### src/rtl/ntt_stream_adapter.sv
// Purpose: serial-to-parallel front end and parallel-to-serial back end around an N-point mod-Q NTT core.
// Latency: last input accepted at t -> START t+1 -> ntt_start high t+2 -> first m_valid at t+4 or later.
// Backpressure: s_ready only in LOAD (one vector in flight); DRAIN holds m_data/m_last until m_ready.
//
// Ports:
//   clk, rst_n          clock (rising edge) and asynchronous active-low reset
//   s_valid/s_ready     input coefficient handshake, s_data is reduced mod Q on entry
//   core_a              received vector to the core, element 0 in bits [W-1:0]
//   ntt_start/ntt_done  core handshake; start held through WAIT, done may be sticky
//   core_out            core result, captured when done is trusted
//   m_valid/m_ready     output coefficient handshake, m_data with m_last on element N-1
//   busy                high unless idle in LOAD with nothing buffered
//   timeout             sticky flag for a core that never signalled done
module ntt_stream_adapter #(
  parameter int N        = 8,
  parameter int W        = 8,
  parameter int Q        = 17,
  parameter int WAIT_MAX = 15
) (
  input  logic           clk,
  input  logic           rst_n,
  input  logic           s_valid,
  output logic           s_ready,
  input  logic [W-1:0]   s_data,
  output logic [N*W-1:0] core_a,
  output logic           ntt_start,
  input  logic           ntt_done,
  input  logic [N*W-1:0] core_out,
  output logic           m_valid,
  input  logic           m_ready,
  output logic [W-1:0]   m_data,
  output logic           m_last,
  output logic           busy,
  output logic           timeout
);

  localparam int CW  = $clog2(N);
  localparam int WCW = $clog2(WAIT_MAX + 1);

  localparam logic [W-1:0]   QW         = W'(Q);
  localparam logic [CW-1:0]  LAST_IDX   = CW'(N - 1);
  localparam logic [WCW-1:0] WAIT_LIMIT = WCW'(WAIT_MAX);

  typedef enum logic [1:0] {
    ST_LOAD  = 2'd0,
    ST_START = 2'd1,
    ST_WAIT  = 2'd2,
    ST_DRAIN = 2'd3
  } state_e;

  state_e         state_q, state_d;
  logic [CW-1:0]  cnt_q, cnt_d;
  logic [WCW-1:0] wcnt_q, wcnt_d;
  logic [CW-1:0]  ocnt_q, ocnt_d;
  logic           timeout_q, timeout_d;

  logic [W-1:0]   inbuf_q  [N];
  logic [W-1:0]   outbuf_q [N];

  logic           load_en;
  logic           cap_en;
  logic [W-1:0]   s_data_red;

  // Reduction is a plain constant-modulus remainder; the input never needs
  // more than one pass because it is already W bits wide.
  assign s_data_red = s_data % QW;

  // Next-state and control decode
  always_comb begin
    state_d   = state_q;
    cnt_d     = cnt_q;
    wcnt_d    = wcnt_q;
    ocnt_d    = ocnt_q;
    timeout_d = timeout_q;
    load_en   = 1'b0;
    cap_en    = 1'b0;

    case (state_q)
      ST_LOAD: begin
        // s_ready is high for the whole of LOAD, so s_valid alone is the handshake.
        if (s_valid) begin
          load_en   = 1'b1;
          timeout_d = 1'b0;
          if (cnt_q == LAST_IDX) begin
            cnt_d   = '0;
            state_d = ST_START;
          end else begin
            cnt_d = cnt_q + 1'b1;
          end
        end
      end

      ST_START: begin
        // One idle cycle with ntt_start low so the core always sees a new rising edge.
        wcnt_d  = '0;
        state_d = ST_WAIT;
      end

      ST_WAIT: begin
        // done seen in the first WAIT cycle may be left over from the previous
        // run, so it is only trusted from wcnt==1 onwards.
        if (ntt_done && (wcnt_q != '0)) begin
          cap_en  = 1'b1;
          wcnt_d  = '0;
          ocnt_d  = '0;
          state_d = ST_DRAIN;
        end else if (wcnt_q == WAIT_LIMIT) begin
          timeout_d = 1'b1;
          wcnt_d    = '0;
          state_d   = ST_LOAD;
        end else begin
          wcnt_d = wcnt_q + 1'b1;
        end
      end

      ST_DRAIN: begin
        // m_valid is high for the whole of DRAIN, so m_ready alone is the handshake.
        if (m_ready) begin
          if (ocnt_q == LAST_IDX) begin
            ocnt_d  = '0;
            state_d = ST_LOAD;
          end else begin
            ocnt_d = ocnt_q + 1'b1;
          end
        end
      end

      default: begin
        state_d = ST_LOAD;
      end
    endcase
  end

  // Control state
  always_ff @(posedge clk or negedge rst_n) begin
    if (!rst_n) begin
      state_q   <= ST_LOAD;
      cnt_q     <= '0;
      wcnt_q    <= '0;
      ocnt_q    <= '0;
      timeout_q <= 1'b0;
    end else begin
      state_q   <= state_d;
      cnt_q     <= cnt_d;
      wcnt_q    <= wcnt_d;
      ocnt_q    <= ocnt_d;
      timeout_q <= timeout_d;
    end
  end

  // Input and output vector buffers. The input buffer is only written in
  // LOAD, which keeps core_a frozen from START until WAIT is left.
  always_ff @(posedge clk or negedge rst_n) begin
    if (!rst_n) begin
      for (int i = 0; i < N; i++) begin
        inbuf_q[i]  <= '0;
        outbuf_q[i] <= '0;
      end
    end else begin
      if (load_en) begin
        inbuf_q[cnt_q] <= s_data_red;
      end
      if (cap_en) begin
        for (int i = 0; i < N; i++) begin
          outbuf_q[i] <= core_out[i*W +: W];
        end
      end
    end
  end

  // Parallel view of the input buffer, element 0 in the low bits
  always_comb begin
    core_a = '0;
    for (int i = 0; i < N; i++) begin
      core_a[i*W +: W] = inbuf_q[i];
    end
  end

  // All outputs decode registered state only; nothing combinational from inputs.
  assign s_ready   = (state_q == ST_LOAD);
  assign ntt_start = (state_q == ST_WAIT);
  assign m_valid   = (state_q == ST_DRAIN);
  // m_data is forced to zero outside DRAIN so a stale buffer never shows on the bus.
  assign m_data    = m_valid ? outbuf_q[ocnt_q] : '0;
  assign m_last    = m_valid && (ocnt_q == LAST_IDX);
  assign busy      = !((state_q == ST_LOAD) && (cnt_q == '0));
  assign timeout   = timeout_q;

endmodule

### config.mk
export PLATFORM = sky130hd
export DESIGN_NAME = ntt_stream_adapter
export DESIGN_NICKNAME = d
export VERILOG_FILES = /design/src/rtl/ntt_stream_adapter.sv
export SDC_FILE = /design/constraint.sdc
export NUM_CORES = 1
export LEC_CHECK = 0
export ABC_AREA = 1
export CORE_MARGIN = 5
export CORE_UTILIZATION = 30
export DETAILED_ROUTE_END_ITERATION = 7
export DONT_BUFFER_PORTS = 1
export GPL_TIMING_DRIVEN = 0
export PLACE_DENSITY = 0.54
export REMOVE_ABC_BUFFERS = 1
export SYNTH_ARGS = -nofsm -noshare
export SYNTH_HDL_FRONTEND = slang
export SYNTH_SLANG_ARGS = --single-unit
### constraint.sdc
create_clock -name clk -period 5.6 [get_ports clk]
set_input_delay 1.12 -clock clk [delete_from_list [all_inputs] [get_ports clk]]
set_output_delay 1.12 -clock clk [all_outputs]
set_load 0.01 [all_outputs]
==> results.tsv, run 1 <==
stage	metric	value	unit
layout	multiInputGateArea	0.00298	mm²
power_and_ir_drop	power	0.00413	W
outcome	status	completed	
timing	period_share	79.1	%
clock_network	h-tree-depth	4	
timing	skew	0.00941	ns
power_and_ir_drop	intPower	0.00258	W
synth	yosys_most_used_dff	dfrtp_1	
clock_network	path_clk_slew	0.06	ns
layout	drive_gt1_share	12.0	%
clock_network	cts_root_buf	clkbuf_16	
clock_network	clock-sinks	141	
power_and_ir_drop	sequentialPowerShare	45.6	%
detailed_routing	vias	5255	
layout	nFillCells	2360	
synth	ys_seq_area_share	51.0	%
power_and_ir_drop	p_leak	3.72	nW
synth	async_flop_share	100	%
power_and_ir_drop	p_clk_share	28.0	%
floorplan	die_w	162	µm
synth	synth_top_area_share	51.0	%
layout	area_delta_synth_final	12.9	%
placement	hpwl	13.4	mm
worst_setup_path	crit_fanout	35	
layout	nets	889	
grt	grt_max_degree	142	
power_and_ir_drop	p_sw	0.00155	W
layout	register_area	0.00353	mm²
grt	antenna_found_initial	1	
worst_setup_path	reg2reg_depth	9	
synth	syn-instance-count	801	
synth	yosysMostFrequentCell	nand2_1	
clock_network	numCtsBuffers	17	
worst_setup_path	critical_path_class	reg2out	
timing	setup_viol_count_final	0	
synth	synthDistinctLibCells	36	
detailed_routing	drt_iter0_drc	376	
synth	ys_warn_count	0	
timing	timing.final.crit_period	4.43	ns
detailed_routing	routed_wirelength	19.3	mm
synth	synth-seq-cells	141	
detailed_routing	dr.pass1.iters	4	
synth	yosys.area.top_type	dfrtp_1	
timing	fmax	226	MHz
power_and_ir_drop	p_per_area	529	mW/mm²
power_and_ir_drop	power_frac_comb	26.4	%
synth	synth_edf_count	0	
timing	tns	0	ns
worst_setup_path	reg2reg_to	core_a[4]$_DFFE_PN0P_	
detailed_routing	ant_nets	0	
floorplan	start_util	30.5	%
detailed_routing	avgViaCountPerCell	4.80	
placement	io_buffers	0	
clock_network	holdBufCountCts	0	
grt	grt_pass1_wl	30.4	mm
worst_setup_path	cp.required	4.48	ns
worst_setup_path	crit_arrival	3.31	ns
floorplan	pin_count	155	
synth	synth_common_cells	nand2_1 (229), dfrtp_1 (141), o21ai_0 (80)	
grt	overflow	0	
detailed_routing	routedWlPerCell	17.7	µm
clock_network	cts_resized	0	
synth	synth_area_per_cell	8.64	µm²
layout	antenna_cells	0	
worst_setup_path	regToRegSetupSlack	2.94	ns
floorplan	die-area	0.0262	mm²
synth	synthTopCellsByArea	dfrtp_1 (51%), nand2_1 (12%), o21ai_0 (5.8%), mux2_2 (5.2%), nand3_1 (4.1%)	
clock_network	clock_path_buffers	2	
timing	worst_pin_slew	1.10	ns
min_path	hp-class	in2async	
clock_network	post_cts_buffers	0	
run	maxCapViolations	0	
worst_setup_path	cp-start-kind	flip-flop	
clock_network	cts_tree	yes	
worst_setup_path	endpoint_kind	output pin	
power_and_ir_drop	sw_frac_of_total	37.5	%
grt	grt_usage	14.8	%
floorplan	coreArea	0.0227	mm²
timing	slew_headroom	26.6	%
synth	synth_area	0.00692	mm²
detailed_routing	drcViolationCount	0	
floorplan	die_h	162	µm
timing	finalMaxSlewViolations	0	
power_and_ir_drop	ir_drop	0.000200	V
placement	gp_congestion	0.798	
floorplan	num_rows	55	
grt	first_global_vias	5299	
timing	finalHoldViolCount	0	
timing	rsz0062_at_grt	false	
layout	utilization	34.4	%
worst_setup_path	r2r-start	state_q[1]$_DFFE_PN0P_	
clock_network	clk_latency	0.42	ns
-- kinds of logic (layout without fill, tap and decap cells) --
| family | count (synthesis) | after routing | synth area share [%] |
|---|---|---|---|
| buffers and inverters | 108 | 116 | 6.13 |
| and+or+nand+nor | 360 | 360 | 23.4 |
| AOI/OAI and AO/OA | 140 | 140 | 10.7 |
| adders and majority gates | 14 | 14 | 2.53 |
| muxes | 32 | 32 | 5.21 |
| xor gates and xnor gates | 6 | 6 | 1.03 |
| DFF | 141 | 141 | 51.0 |
-- layout by cell type (no fill, tap or decap), drive strengths merged, types with 2 or more instances in the layout --
cell type and instances:
a31oi 10, clkinv 16, nand3 61, a21oi 39
o31ai 2, inv 77, xnor2 2, bufinv 3
mux2 32, xor2 4, nand3b 2, o21ai 81
nand4 16, buf 2, a21o 2, nand2 249
clkbuf 17, dfrtp 141, nor2 31, ha 14
-- routing by layer --
metal	vias up	wire (µm)	GRT usage, %
li1	2625	-	-
met1	2455	8770	19.2
met2	159	8640	23.2
met3	14	1740	5.89
met4	2	155	3.88
met5	-	11	0
-- worst max path at each step --
stage	start	to	slack (ns)	cells after the start
floorplan	ntt_done	outbuf_q[0]$_DFFE_PN0P_	0.57	4
finish	ocnt_q[0]$_DFFE_PN0P_	m_data[0]	1.17	6
global placement	ntt_done	outbuf_q[57]$_DFFE_PN0P_	-1.11	4
CTS	ocnt_q[0]$_DFFE_PN0P_	m_data[0]	1.09	6
global route	ocnt_q[0]$_DFFE_PN0P_	m_data[0]	0.91	6
detailed placement	s_data[3]	core_a[34]$_DFFE_PN0P_	1.00	23
-- critical path: stages (launching register included) --
cell and delay, ns:
dfrtp_1 1.06, inv_1 0.79, a21oi_1 0.28, o21ai_0 0.14
nand3_1 0.12, nand2_1 0.05, a31oi_1 0.44
-- final cells by class --
| type | count | area share, % |
|---|---|---|
| Inverter | 84 | 4.04 |
| Sequential cell | 141 | 45.2 |
| Timing Repair Buffer | 2 | 0.608 |
| Tap cell | 285 | 4.56 |
| Clock buffer | 17 | 5.44 |
| Multi-Input combinational cell | 552 | 38.1 |
| Clock inverter | 13 | 2.11 |
-- stage by stage --
step	instances	setup slack (ns)	area (µm²)	hold slack, ns
final	1094	1.17	7810	0.399
after floorplan	777	0.570	6810	0.475
after CTS	1094	1.09	7810	0.376
after detailed placement	1064	1.00	7220	0.491
after global routing	1094	0.913	7810	0.368
after global placement	1062	-1.11	7170	0.484
-- power groups by stage --
stage	combinational (W)	sequential, W	clock, W
final	0.00109	0.00189	0.00116
after global routing	0.00126	0.00195	0.00124
after CTS	0.00111	0.00190	0.00119
after detailed placement	0.00110	0.00191	0
after global placement	0.00108	0.00191	0
after floorplan	0.000855	0.00178	0
-- sequential cells by signal (all words and copies together) (netlist names) --
name,cells
cnt_q,3
core_a,64
ocnt_q,3
outbuf_q,64
state_q,2
timeout,1
wcnt_q,4
No activity file was read; power rests on OpenSTA's default activity.
==> run 2: changes to the inputs <==
ABC_AREA = 0   (was 1)
clock period = 4.61 ns   (was 5.6 ns; I/O delays follow)
==> results.tsv, run 2 <==
stage	metric	value	unit
grt	grt_usage	14.1	%
floorplan	start_util	30.5	%
grt	grt_pass1_wl	29.4	mm
grt	grtUsageMet2	20.9	%
worst_setup_path	crit_fanout	21	
run	maxCapViolations	0	
synth	synth_adder_area_share	2.44	%
synth	synth_top_area_share	49.2	%
floorplan	num_rows	56	
timing	slew_headroom	21.5	%
detailed_routing	routedWlPerCell	19.4	µm
clock_network	cts_root_buf	clkbuf_16	
layout	area_delta_synth_final	13.3	%
clock_network	clock_path_buffers	2	
timing	setup_viol_count_final	0	
placement	gp_congestion	0.769	
timing	fmax	228	MHz
layout	finalNonFillerCells	973	
floorplan	pin_count	155	
detailed_routing	drcViolationCount	0	
power_and_ir_drop	p_sw	0.00170	W
floorplan	die-area	0.0271	mm²
synth	synthTopCellsByArea	dfrtp_1 (49%), mux2_2 (11%), nand2_1 (5.1%), mux4_2 (5.0%), o31ai_1 (2.7%)	
layout	final_common_cell	dfrtp_1	
worst_setup_path	r2r-start	state_q[0]$_DFFE_PN0P_	
worst_setup_path	crit_chain	or4b_4 > o211ai_2 > a21oi_4 > ha_1 > nor2_1 > o211ai_1 > a211oi_1 > mux2_2 > o21a_4 > nand2_1 > nand3_1 > a31oi_1	
synth	synth-simple-area-share	13.4	%
synth	syn-instance-count	655	
synth	ys_warn_count	0	
synth	synth_area	0.00718	mm²
outcome	status	completed	
detailed_routing	drt_iter0_drc	361	
worst_setup_path	cp.required	4.95	ns
synth	yosys.area_share.xor_xnor	0.244	%
grt	grt-busiest-layer	met2	
grt	antenna_found_initial	4	
power_and_ir_drop	power_frac_comb	24.7	%
placement	io_buffers	0	
clock_network	cts_tree	yes	
grt	first_global_vias	5094	
layout	final_cell_mix	dfrtp_1 (141), nand2_1 (98), mux2_2 (68), nor2_1 (34), o21ai_0 (31)	
worst_setup_path	cp_num_buf_inv	0	
synth	yosys.area.top_type	dfrtp_1	
synth	yosys_most_used_dff	dfrtp_1	
synth	synth_top_family_by_area	multiplexers	
floorplan	die_w	165	µm
placement	place_ws	-1.05	ns
placement	placed_area	0.00745	mm²
detailed_routing	dr.pass1.iters	4	
worst_setup_path	crit_arrival	4.72	ns
timing	timing.final.crit_period	4.38	ns
synth	synth-seq-cells	141	
power_and_ir_drop	sw_frac_of_total	36.0	%
synth	async_flop_share	100	%
layout	multiInputGateArea	0.00353	mm²
floorplan	die_h	165	µm
layout	drive_gt1_share	23.1	%
clock_network	path_clk_slew	0.07	ns
worst_setup_path	slowest_delay	0.68	ns
power_and_ir_drop	p_per_area	580	mW/mm²
layout	nets	731	
synth	synthDistinctLibCells	64	
layout	fin_area	0.00814	mm²
layout	nFillCells	2411	
worst_setup_path	slowest_stage	nand2_1	
detailed_routing	vias	5032	
power_and_ir_drop	p_clk_share	28.8	%
worst_setup_path	cp-start-kind	input pin	
clock_network	numCtsBuffers	17	
grt	grt_use_met1	19.1	%
min_path	hp-class	in2async	
worst_setup_path	cp-startpoint	s_data[3]	
synth	synth_area_per_cell	11.0	µm²
placement	hpwl	13.0	mm
synth	yosys-mux-area-fraction	16.1	%
grt	overflow	0	
worst_setup_path	crit_family	simple AND/OR/NAND/NOR gates	
synth	synth_common_cells	dfrtp_1 (141), nand2_1 (98), mux2_2 (68)	
layout	register_area	0.00353	mm²
power_and_ir_drop	sequentialPowerShare	46.5	%
floorplan	coreArea	0.0235	mm²
clock_network	h-tree-depth	4	
grt	grt_use_met3	5.42	%
power_and_ir_drop	p_leak	3.49	nW
synth	yosysMostFrequentCell	dfrtp_1	
detailed_routing	ant_nets	0	
timing	finalMaxSlewViolations	0	
clock_network	clock-sinks	141	
timing	period_share	94.9	%
worst_setup_path	endpoint_kind	flip-flop	
synth	ys_seq_area_share	49.2	%
clock_network	holdBufCountCts	0	
worst_setup_path	reg2reg_to	core_a[57]$_DFFE_PN0P_	
timing	skew	0.0105	ns
timing	worst_pin_slew	1.18	ns
clock_network	clk_latency	0.42	ns
placement	dp_cells	939	
worst_setup_path	reg2reg_depth	7	
detailed_routing	routed_wirelength	18.8	mm
detailed_routing	avgViaCountPerCell	5.17	
power_and_ir_drop	intPower	0.00302	W
synth	synth_compound_area_share	15.5	%
power_and_ir_drop	ir_drop	0.000213	V
worst_setup_path	critical_path_class	in2reg	
worst_setup_path	regToRegSetupSlack	1.86	ns
timing	finalHoldViolCount	0	
grt	grt_max_degree	142	
timing	rsz0062_at_grt	false	
timing	setup_ws	0.233	ns
synth	synth_edf_count	0	
==> run 2: timing repair <==
item                                   in CTS  in global routing
gates cloned                                0                  0
endpoints found under the hold margin       0                  0
pin swaps                                   1                  0
resized for setup                           8                  6
buffers inserted                            1                  0
setup endpoints to repair                  56                 56
==> run 2: routing by layer <==
layer	up-vias	routed length, µm
met1	2475	8550
met4	6	295
li1	2389	-
met2	134	8300
met5	-	28
met3	28	1660
==> run 2: metrics by stage <==
step	TNS (ns)	hold slack, ns	total power, W	util [%]
2_1_floorplan	-0.210	0.474	0.00303	-
3_3_place_gp	-47.76	0.482	0.00337	31.5
3_5_place_dp	-43.17	0.488	0.00340	31.7
4_1_cts	0	0.172	0.00479	34.4
5_1_grt	0	0.170	0.00506	34.6
6_report	0	0.199	0.00472	34.6
==> run 2: how the worst max path moves through the flow <==
stage,cells after the start,slack (ns),endpoint
final,12,0.23,core_a[19]$_DFFE_PN0P_
after global placement,15,-1.11,core_a[24]$_DFFE_PN0P_
after CTS,15,0.04,core_a[34]$_DFFE_PN0P_
after global routing,12,0.03,core_a[35]$_DFFE_PN0P_
after detailed placement,15,-1.05,core_a[34]$_DFFE_PN0P_
after floorplan,15,-0.03,core_a[10]$_DFFE_PN0P_
==> run 2: worst register-to-register path, cell delays in order, from the launching register on <==
cell     delay, ns
dfrtp_1       0.41
inv_1         0.09
ha_1          0.39
nand2_1       0.29
nor2_1        0.35
nand3_1       0.50
or4_1         0.57
nand3_1       0.08
==> run 2: power by group through the flow <==
stage          clock [W]  combinational (W)  sequential [W]
2_1_floorplan          0           0.000963         0.00207
3_3_place_gp           0            0.00114         0.00222
3_5_place_dp           0            0.00117         0.00224
4_1_cts          0.00139            0.00118         0.00222
5_1_grt          0.00146            0.00134         0.00227
6_report         0.00136            0.00117         0.00220
==> run 2: layout make-up <==
type	instances	share of cell area [%]
tap	319	4.91
timing repair buffer	3	0.431
sequential	141	43.4
inverter	15	0.692
clock buffer	17	5.23
clock inverter	15	1.98
multi-input combinational	462	43.4
antenna	1	0.0308
==> run 2: logic make-up (layout without fill, tap and decap cells) <==
group | Yosys count | after routing
other cells | 0 | 1
compound gates | 154 | 154
mux | 87 | 87
xor+xnor | 2 | 2
buf+inv | 52 | 50
flops | 141 | 141
simple gates | 205 | 205
fa+ha+maj | 14 | 14
==> run 3: changes to the inputs <==
PLACE_DENSITY = 0.52   (was 0.54)
==> results.tsv, run 3 (same netlist as run 2, synthesis figures left out) <==
stage	metric	value	unit
power_and_ir_drop	ir_drop	0.000189	V
worst_setup_path	crit_chain	or4b_4 > o211ai_2 > a21oi_4 > ha_1 > nor2_1 > o211ai_1 > a31oi_4 > a21oi_1 > nor2_2 > xnor2_4 > ha_2 > nor2b_2 > o211ai_4 > a31oi_4 > o31ai_1	
min_path	hp-class	in2async	
worst_setup_path	slowest_stage	or4b_4	
clock_network	clock_path_buffers	2	
layout	area_delta_synth_final	13.2	%
floorplan	num_rows	56	
grt	grt_usage	14.2	%
grt	grt_max_degree	142	
clock_network	h-tree-depth	4	
detailed_routing	avgViaCountPerCell	5.29	
floorplan	coreArea	0.0235	mm²
worst_setup_path	cp-start-kind	input pin	
floorplan	start_util	30.5	%
grt	antenna_found_initial	0	
timing	period_share	94.6	%
power_and_ir_drop	p_leak	3.47	nW
detailed_routing	dr.pass1.iters	6	
clock_network	cts_tree	yes	
detailed_routing	ant_nets	0	
clock_network	path_clk_slew	0.06	ns
placement	io_buffers	0	
clock_network	holdBufCountCts	0	
timing	fmax	229	MHz
placement	hpwl	13.8	mm
worst_setup_path	crit_end	core_a[58]$_DFFE_PN0P_	
floorplan	die_w	165	µm
grt	grt_pass1_wl	29.8	mm
worst_setup_path	crit_top_cell	a31oi_4	
layout	nets	729	
clock_network	numCtsBuffers	17	
clock_network	clk_latency	0.42	ns
worst_setup_path	reg2reg_to	core_a[57]$_DFFE_PN0P_	
worst_setup_path	regToRegSetupSlack	1.69	ns
floorplan	die-area	0.0271	mm²
layout	utilization	34.5	%
detailed_routing	drcViolationCount	0	
worst_setup_path	critical_path_class	in2reg	
outcome	status	completed	
worst_setup_path	reg2reg_depth	7	
detailed_routing	drt_iter0_drc	314	
detailed_routing	vias	5133	
worst_setup_path	crit_arrival	4.64	ns
run	maxCapViolations	0	
floorplan	pin_count	155	
layout	final_cell_mix	dfrtp_1 (141), nand2_1 (98), mux2_2 (68), nor2_1 (34), o21ai_0 (31)	
clock_network	cts_root_buf	clkbuf_16	
worst_setup_path	cp.required	4.89	ns
worst_setup_path	endpoint_kind	flip-flop	
layout	drive_gt1_share	22.9	%
timing	setup_viol_count_final	0	
timing	slew_headroom	19.1	%
power_and_ir_drop	p_per_area	589	mW/mm²
timing	finalHoldViolCount	0	
grt	first_global_vias	5265	
timing	skew	0.0135	ns
grt	overflow	0	
worst_setup_path	cp-startpoint	s_data[3]	
timing	worst_hold_slack	0.196	ns
layout	final_common_cell	dfrtp_1	
worst_setup_path	crit_fanout	14	
detailed_routing	routed_wirelength	19.6	mm
timing	finalMaxSlewViolations	0	
worst_setup_path	slowest_delay	0.54	ns
placement	gp_congestion	0.819	
detailed_routing	routedWlPerCell	20.2	µm
floorplan	die_h	165	µm
timing	worst_pin_slew	1.21	ns
timing	timing.final.crit_period	4.36	ns
worst_setup_path	r2r-start	state_q[0]$_DFFE_PN0P_	
clock_network	clock-sinks	141	
layout	antenna_cells	0	
==> run 3: report_power, final <==
group / total [W] / switching, W / internal [W]
Sequential: 0.00220 / 0.000503 / 0.00169
Clock: 0.00139 / 0.000563 / 0.000827
Combinational: 0.00120 / 0.000593 / 0.000605
==> run 3: timing repair <==
item	4_1_cts	5_1_grt
pin swaps	1	1
buffers inserted	1	0
endpoints found under the setup margin	56	56
resized for setup	9	7
==> run 3: stage by stage <==
step                      setup slack, ns  power [W]  setup TNS (ns)  area [µm²]  cells
after floorplan                   -0.0285    0.00303          -0.210        7010    618
after global placement             -0.938    0.00334          -33.91        7410    937
after detailed placement            -1.22    0.00342          -47.18        7420    937
after CTS                          0.0217    0.00485               0        8080    970
after global routing             -0.00652    0.00510        -0.00652        8120    970
final                               0.247    0.00478               0        8120    970
==> run 3: worst min path at each step <==
stage                                   startpoint                  endpoint  slack (ns)
final                                        rst_n  outbuf_q[33]$_DFFE_PN0P_        0.20
after global placement    outbuf_q[46]$_DFFE_PN0P_  outbuf_q[46]$_DFFE_PN0P_        0.48
after global routing                         rst_n     core_a[7]$_DFFE_PN0P_        0.17
after floorplan              wcnt_q[3]$_DFFE_PN0P_     wcnt_q[3]$_DFFE_PN0P_        0.47
after CTS                                    rst_n     core_a[8]$_DFFE_PN0P_        0.17
after detailed placement  outbuf_q[39]$_DFFE_PN0P_  outbuf_q[39]$_DFFE_PN0P_        0.49
==> run 3: final cells by class <==
class,count,area [µm²]
Clock buffer,19,443
Clock inverter,13,156
Fill cell,2384,15400
Inverter,15,56.3
Multi-Input combinational cell,462,3530
Sequential cell,141,3530
Tap cell,319,399
Timing Repair Buffer,1,7.51
==> run 3: critical path, delay by kind of cell <==
family,cells,cell delay [ns]
adder cells (fa/ha/maj),2,0.53
AND/OR/NAND/NOR,4,1.14
AO/OA/AOI/OAI,8,1.81
XOR/XNOR,1,0.22
==> run 3: layer usage <==
layer / up-vias / track usage [%] / share of wire (%)
li1: 2383 / - / -
met1: 2536 / 17.0 / 40
met2: 183 / 24.1 / 50
met3: 31 / 4.64 / 7.7
met4: 0 / 4.76 / 2.1
met5: - / 0 / 0
